## src/rtl/timer_prescaler.sv

```systemverilog
// Count-tick generator for TCNT: a power-of-two divide of pclk or synchronised
// external clock edges, steered into single-cycle up/down tick pulses.
module timer_prescaler #(
   parameter int PRE_W = 8
) (
   input  logic             pclk,
   input  logic             preset_n,
   input  logic             en,
   input  logic             dir,
   input  logic [2:0]       cks,
   input  logic             div_clr,
   input  logic             ext_clk,
   output logic             up_tick,
   output logic             dn_tick,
   output logic [PRE_W-1:0] div_val
);

   localparam logic [2:0] CKS_EXT = 3'b111;

   logic [2:0]       cks_q;
   logic [2:0]       sync_q;   // {s3, s2, s1}
   logic [PRE_W-1:0] div, div_nxt, div_max;
   logic             ext_mode, cks_chg, ext_rise, tick;

   assign ext_mode = (cks_q == CKS_EXT);
   assign cks_chg  = (cks != cks_q);
   assign ext_rise = sync_q[1] & ~sync_q[2];
   assign div_val  = div;

   // Terminal count N-1 for the registered ratio; only consulted when cks is stable.
   always_comb begin
      div_max = '0;
      case (cks_q)
         3'd0:    div_max = PRE_W'(1);
         3'd1:    div_max = PRE_W'(3);
         3'd2:    div_max = PRE_W'(7);
         3'd3:    div_max = PRE_W'(15);
         3'd4:    div_max = PRE_W'(31);
         3'd5:    div_max = PRE_W'(63);
         3'd6:    div_max = PRE_W'(127);
         default: div_max = '0;
      endcase
   end

   // Clear and ratio change outrank everything; en=0 freezes div so no partial period is lost.
   always_comb begin
      div_nxt = div;
      tick    = 1'b0;
      if (div_clr) begin
         div_nxt = '0;
      end else if (cks_chg) begin
         div_nxt = '0;
      end else if (ext_mode) begin
         div_nxt = '0;
         tick    = ext_rise & en;
      end else if (en) begin
         if (div == div_max) begin
            div_nxt = '0;
            tick    = 1'b1;
         end else begin
            div_nxt = div + PRE_W'(1);
         end
      end
   end

   always_ff @(posedge pclk or negedge preset_n) begin
      if (!preset_n) begin
         cks_q   <= '0;
         sync_q  <= '0;
         div     <= '0;
         up_tick <= 1'b0;
         dn_tick <= 1'b0;
      end else begin
         cks_q   <= cks;
         sync_q  <= {sync_q[1:0], ext_clk};
         div     <= div_nxt;
         up_tick <= tick & ~dir;
         dn_tick <= tick & dir;
      end
   end

endmodule

```

## config.mk

```make
export PLATFORM = sky130hd
export DESIGN_NAME = timer_prescaler
export DESIGN_NICKNAME = d
export VERILOG_FILES = /design/src/rtl/timer_prescaler.sv
export SDC_FILE = /design/constraint.sdc
export NUM_CORES = 1
export LEC_CHECK = 0
export CAP_MARGIN = 20
export CORE_AREA = 2 2 50 52
export DETAILED_ROUTE_END_ITERATION = 10
export DIE_AREA = 0 0 52 54
export GPL_TIMING_DRIVEN = 0
export HOLD_SLACK_MARGIN = 0.08
export PLACE_DENSITY_LB_ADDON = 0.25
export SYNTH_ARGS = -nofsm -noshare
export SYNTH_HDL_FRONTEND = slang
export SYNTH_SLANG_ARGS = --single-unit
```

## constraint.sdc

```tcl
create_clock -name pclk -period 1.9 [get_ports pclk]
set_input_delay 0.38 -clock pclk [delete_from_list [all_inputs] [get_ports pclk]]
set_output_delay 0.38 -clock pclk [all_outputs]
set_load 0.05 [all_outputs]
```

# == Word level (Yosys, flattened, before mapping) ==
# Index checks and enable logic that the tools add are counted.
# classes
add_sub_neg,1
multipliers,0
div,0
order_cmp,0
n_eq_ne,9
n_shift,0
n_mux,11
bitwise,6
reduce_logical,2
# op_table
cell,n
case mux 7 bit (7 select lines),1
two-way mux 8 bit,5
"equality test 3 bit, second input constant",4
"adder 8 x 1 -> 8 bit, second input constant",1
equality test 8 bit,1
"equality test 3 x 2 -> 1 bit, second input constant",2
two-way mux 1 bit,5
AND 1 bit,4
nonzero test 4 bit,1
"equality test 3 x 1 -> 1 bit, second input constant",1
zero test 3 bit,1
!= test 3 bit,1
inverter 1 bit,2
# word_totals
regBits,16
latchBits,0
mem_bits_rw,0
rom_bits,0
inputBits,9
out_inout_bits,10
wordCells,34
mem_count,0

# == Depth between registers and ports, before layout ==
# Gate-level depths: netlist (run 1).
# depth
depth_word,9
depth_mapped,7
ltp_nobuf,6

# == Least setup slack after synthesis (run 1) ==
# Ideal clock, no wire load.
# synth_path
path_kind,flip-flop to flip-flop
from,"register div[1], in the netlist div_val[1]"
to,"register div[2], in the netlist div_val[2]"
setup_ps,96
arrival_ps,1705
required_time_ps,1804
path_slack_ps,99
stages_incl_launch_ff,6
path_buffers,0
period_less_slack_ps,1801
path_cell_list,dfrtp_1 -> and3b_1 -> o21ai_0 -> a21oi_1 -> o2111a_1 -> nor4_2
# synth_via
elab_chain_len,6
word_cells_on_any_way,7
classes_between,add/sub: 1; eq/ne: 1; mux: 5
# synth_rtl
element,line_no,text
start: declaration,22,"logic [PRE_W-1:0] div, div_nxt, div_max;"
start signal: assignment,76,div <= div_nxt;
adder 8 x 1 -> 8 bit / equality test 8 bit (equally long branches),"61, 57",
two-way mux 8 bit *,57,if (div == div_max) begin
two-way mux 8 bit *,56,end else if (en) begin
two-way mux 8 bit *,53,end else if (ext_mode) begin
two-way mux 8 bit *,51,end else if (cks_chg) begin
two-way mux 8 bit *,49,if (div_clr) begin
# Every way passes the cells marked *; elsewhere a longest branch is shown, timed or not. The select of a mux whose other input is x is not followed.
# A chain may end at the register's enable or synchronous reset.

# == Final worst setup path (run 1) ==
# layout_path
from,register dn_tick
to,output dn_tick
# layout_lines
element,line_no,text
start: declaration,14,"output logic dn_tick,"
start signal: assignment,78,dn_tick <= tick & dir;
# No word-level cell between the ends.

==> results of run 1 <==
-- state kept, by name, summed over array words and instances, names as in the netlist --
| signal | flops |
|---|---|
| cks_q | 3 |
| div_val | 8 |
| dn_tick | 1 |
| sync_q | 3 |
| up_tick | 1 |
-- how the worst max path moves through the flow --
stage	depth (start not counted)	end	slack [ps]	from
finish	1	dn_tick	100	dn_tick
global placement	6	div_val[2]	-80	cks[2]
floorplan	5	div_val[2]	100	div_val[1]
detailed placement	7	div_val[5]	-100	cks[2]
global route	6	div_val[2]	3	cks_q[1]
CTS	1	dn_tick	90	dn_tick
-- Yosys cell counts (2+ instances only) --
cell       instances
dfrtp_1           16
nand2_1            5
a21oi_1            4
and3_1             4
nand3_1            4
buf_6              3
inv_1              3
nand2b_1           3
o211ai_1           3
o21ai_0            3
o2bb2ai_1          3
xnor2_1            3
xor2_1             3
a211oi_1           2
and3b_1            2
nand4_1            2
nor2_1             2
nor3_1             2
nor3_2             2
nor4_1             2
nor4_2             2
or2_2              2
-- cell type report --
type | count | area, um^2
buffer | 5 | 45.0
clock buffer | 4 | 36.3
timing repair buffer | 18 | 170
inverter | 3 | 11.3
sequential | 16 | 400
multi-input combinational | 71 | 517
fill | 214 | 1100
tap | 30 | 37.5
-- through the flow --
stage | util | instance area, um^2
after global placement | 0.513 | 1190
after global routing | 0.525 | 1220
after floorplan | - | 973
final | 0.525 | 1220
after detailed placement | 0.513 | 1190
after CTS | 0.525 | 1220
-- power by group --
group / leakage [nW] / total [mW] / internal, mW / switching, mW
clock: 0.0210 / 0.228 / 0.117 / 0.111
sequential: 0.210 / 0.353 / 0.347 / 0.00533
combinational: 0.315 / 0.0892 / 0.0422 / 0.0471
total: 0.546 / 0.670 / 0.506 / 0.164
-- kinds of logic after synthesis --
kind of cell,share of synthesized area
flops,0.411
xor+xnor,0.0540
buf+inv,0.0578
simple gates,0.272
fa+ha+maj,0.0129
compound gates,0.192
-- repair_timing --
item                                    4_1_cts  5_1_grt
hold endpoints to repair                      0        0
gates resized for setup                       8        0
hold buffers                                  0        0
endpoints found under the setup margin        8        0
-- routing by layer --
layer | global-route usage | wire length [um] | up-vias
met2 | 0.270 | 981 | 13
met5 | 0 | 0 | -
met4 | 0.0877 | 38 | 0
met1 | 0.236 | 961 | 393
li1 | - | - | 403
met3 | 0.0361 | 46 | 5
==> results.toml, run 1 <==
[floorplan]
start_util = 0.420
die_area_mm2 = 0.00281
core_mm2 = 0.00232
io_pins = 19
die_w_um = 52
fp-row-count = 18
die_h_um = 54

[worst_setup_path]
crit_required_ps = 1520
path_class = "flip-flop to output pin"
reg2reg_to = "div_val[1]"
cp-end-kind = "output pin"
critPathLaunchType = "flip-flop"
critPathMaxFanout = 1
path_delay_family = "buffers and inverters"
max_stage_delay_ps = 800
path_buf_inv = 1
slowest_stage = "clkdlybuf4s50_1"
worstRegToRegCells = 6
worstPathCellList = "clkdlybuf4s50_1"
rrSetupSlack_ps = 120
worstPathArrival_ps = 1420
r2r_start = "cks_q[1]"

[timing]
timing.final.crit_share = 0.947
hold_viol_final = 0
timing.final.ws_setup_ps = 101
worst_slew_pin_slew_ps = 731
fin_skew_ps = 2.93
holdWs_ps = 363
setup_violations = 0
max_freq_mhz = 556
drv_slew = 0
layout_min_cycle_time_ps = 1800
tns_ps = 0
rsz0062_at_grt = "false"
maxSlewHeadroom = 0.511

[routing]
wl_per_cell_um = 13.8
totalWireLength_mm = 2.03
vias = 814
via_per_inst = 5.54
postRouteAntennaNets = 0
drtPass1Iterations = 4
drc = 0
drt_iter0_drc = 17

[run_status]
status = "completed"

[clock_network]
cts_tree = "done"
post_cts_buffers = 0
cts_buffer_depth = 2
cts_sinks = 16
clkTransAtPathRegs_ps = 90
root_buffer = "clkbuf_4"
clkLatencyLatePin_ps = 290
numCtsBuffers = 3
htreeDepth = 1

[grt]
grt_max_degree = 17
grt_pass1_vias = 761
grt_usage = 0.176
grt_pass1_wl_mm = 3.62
overflow = 0
antenna_found_initial = 0

[yosys]
syn_inst = 95
netlist_top_cells_area = "dfrtp_1 41%, buf_6 3.5%, o2bb2ai_1 2.7%, xnor2_1 2.7%, xor2_1 2.7%"
synth_area_um2 = 973
avgSynthCellArea_um2 = 10.2
yosysUniqueCellTypes = 42
synth-edff-count = 0
synth_nets = 105
synth_warnings = 0
yosysTopAreaCellShare = 0.411
seq_area_frac_synth = 0.411
synth_top_area_cell = "dfrtp_1"
synthArstFlopShare = 1.00
ys_ff_latch = 16
synth_flop_cell = "dfrtp_1"

[layout]
drive_above_1_share = 0.171
nets = 128
layout_commonest_cell = "dfrtp_1"
diodes = 0
mostFrequentLayoutCells = "16 x dfrtp_1, 10 x clkdlybuf4s50_1, 8 x dlygate4sd2_1"
final_cells = 147
area_growth_pct = 25.1

[min_path]
hp-class = "flip-flop to flip-flop"
hold_end = "sync_q[1]"
min_from = "sync_q[0]"
min_path_cells = 0

[placed_design]
finalWeightedCongestion = 0.756
preCtsSetupSlack_ps = -97.4
dpl.hpwl_mm = 1.46
dp_cells = 143
port_buffers = 18

[pwr]
p_per_area_mw_per_mm2 = 550
total_power_mw = 0.670
vdd_drop_max_v = 0.000441
p_leak_nw = 0.546

[flow_run]
drv_cap = 0
(Power assumes the default switching activity.)
==> inputs of run 2 (changes only) <==
--- a/config.mk
+++ b/config.mk
@@ -7,6 +7,7 @@
 export LEC_CHECK = 0
 export CAP_MARGIN = 20
 export CORE_AREA = 2 2 50 52
+export CTS_CLUSTER_SIZE = 25
 export DETAILED_ROUTE_END_ITERATION = 10
 export DIE_AREA = 0 0 52 54
 export GPL_TIMING_DRIVEN = 0
==> results of run 2 <==
The final DEF is identical to that of run 1; final timing and power are the same.
==> inputs of run 3 (changes only) <==
--- a/config.mk
+++ b/config.mk
@@ -13,6 +13,7 @@
 export GPL_TIMING_DRIVEN = 0
 export HOLD_SLACK_MARGIN = 0.08
 export PLACE_DENSITY_LB_ADDON = 0.25
+export SKIP_CTS_REPAIR_TIMING = 1
 export SYNTH_ARGS = -nofsm -noshare
 export SYNTH_HDL_FRONTEND = slang
 export SYNTH_SLANG_ARGS = --single-unit
==> run 3 against run 2 <==
Net effect:
- global-route usage is the same
- first-iteration DRC count shrank 71%
- sequential share of layout area shrank 0.79 points
- fmax grew 0.12%
- final area grew 2.5%
- worst setup slack gained 2.1 ps
- non-clock buffer count is the same
- core utilization grew 1.3 points
==> results.toml, run 3 (synthesized netlist as in run 1, its figures left out) <==
[routing]
via_per_inst = 5.57
drtPass1Iterations = 4
wl_per_cell_um = 14.1
totalWireLength_mm = 2.07
vias = 819
drc = 0
drt_iter0_drc = 5
postRouteAntennaNets = 0

[run_status]
status = "completed"

[clock_network]
root_buffer = "clkbuf_4"
cts_buffer_depth = 2
clkTransAtPathRegs_ps = 90
numCtsBuffers = 3
clkLatencyLatePin_ps = 290
cts_tree = "done"
cts_sinks = 16
htreeDepth = 1

[worst_setup_path]
slowest_stage = "clkdlybuf4s50_1"
rrSetupSlack_ps = 130
worstPathArrival_ps = 1420
path_delay_family = "buffers and inverters"
worstRegToRegCells = 6
path_buf_inv = 1
path_class = "flip-flop to output pin"
critPathMaxFanout = 1
cp-end-kind = "output pin"
max_stage_delay_ps = 800
critPathLaunchType = "flip-flop"
r2r_start = "cks_q[1]"
reg2reg_to = "div_val[1]"
crit_required_ps = 1520
worstPathCellList = "clkdlybuf4s50_1"

[timing]
max_freq_mhz = 556
hold_viol_final = 0
fin_skew_ps = 7.32
tns_ps = 0
drv_slew = 0
layout_min_cycle_time_ps = 1800
timing.final.crit_share = 0.946
timing.final.ws_setup_ps = 103
setup_violations = 0
maxSlewHeadroom = 0.505
worst_slew_pin_slew_ps = 741

[min_path]
min_path_cells = 0
min_from = "sync_q[0]"
hp-class = "flip-flop to flip-flop"
hold_end = "sync_q[1]"

[pwr]
p_leak_nw = 0.657
p_per_area_mw_per_mm2 = 538
vdd_drop_max_v = 0.000437

[layout]
area_growth_pct = 28.1
largest_register_ffs = 8
fill_cells = 211
nets = 128
drive_above_1_share = 0.171
diodes = 0
layout_commonest_cell = "dfrtp_1"
mostFrequentLayoutCells = "16 x dfrtp_1, 10 x clkdlybuf4s50_1, 8 x dlymetal6s2s_1"

[floorplan]
die_w_um = 52
core_mm2 = 0.00232
io_pins = 19
fp-row-count = 18
start_util = 0.420
die_h_um = 54
die_area_mm2 = 0.00281

[placed_design]
finalWeightedCongestion = 0.756
dpl.hpwl_mm = 1.46
preCtsSetupSlack_ps = -97.4
port_buffers = 18

[grt]
grt_pass1_vias = 761
overflow = 0
grt_usage = 0.176
antenna_found_initial = 0
grt_max_degree = 17
grt_pass1_wl_mm = 3.62

[flow_run]
drv_cap = 0
## run 3: metal layers
metal	wire length (um)	global-route usage	up-vias	share of wire
li1	-	-	404	-
met1	975	0.236	401	0.47
met2	1010	0.270	9	0.49
met3	49	0.0361	5	0.024
met4	38	0.0877	0	0.018
met5	0	0	-	0
## run 3: final cells by class
class	instances	area, um^2	share of cell area
multi-input combinational	71	517	0.414
clock buffer	4	36.3	0.0291
tap	30	37.5	0.0301
sequential	16	400	0.321
inverter	3	11.3	0.00903
buffer	5	45.0	0.0361
timing repair buffer	18	200	0.160
## run 3: report_power, final
part	leakage (nW)	internal [mW]	switching (mW)
registers	0.210	0.347	0.00532
clock network	0.0210	0.117	0.112
logic	0.426	0.0425	0.0472
total	0.657	0.507	0.165
## run 3: worst max-delay path by stage
stage | slack (ps) | from | endpoint | depth (start not counted)
detailed placement | -100 | cks[2] | div_val[5] | 7
floorplan | 100 | div_val[1] | div_val[2] | 5
finish | 100 | dn_tick | dn_tick | 1
CTS | -150 | div_val[0] | div_val[0] | 1
global route | -3 | cks_q[0] | div_val[1] | 6
global placement | -80 | cks[2] | div_val[2] | 6
## run 3: stage by stage
| step | util | area, um^2 | power (mW) | std cells | hold slack [ps] |
|---|---|---|---|---|---|
| 3_5_place_dp | 0.513 | 1190 | 0.449 | 143 | 336 |
| 4_1_cts | 0.529 | 1230 | 0.675 | 147 | 369 |
| 3_3_place_gp | 0.513 | 1190 | 0.448 | 143 | 341 |
| 2_1_floorplan | - | 973 | 0.412 | 95 | 84.4 |
| 5_1_grt | 0.538 | 1250 | 0.711 | 147 | 374 |
| 6_report | 0.538 | 1250 | 0.672 | 147 | 362 |
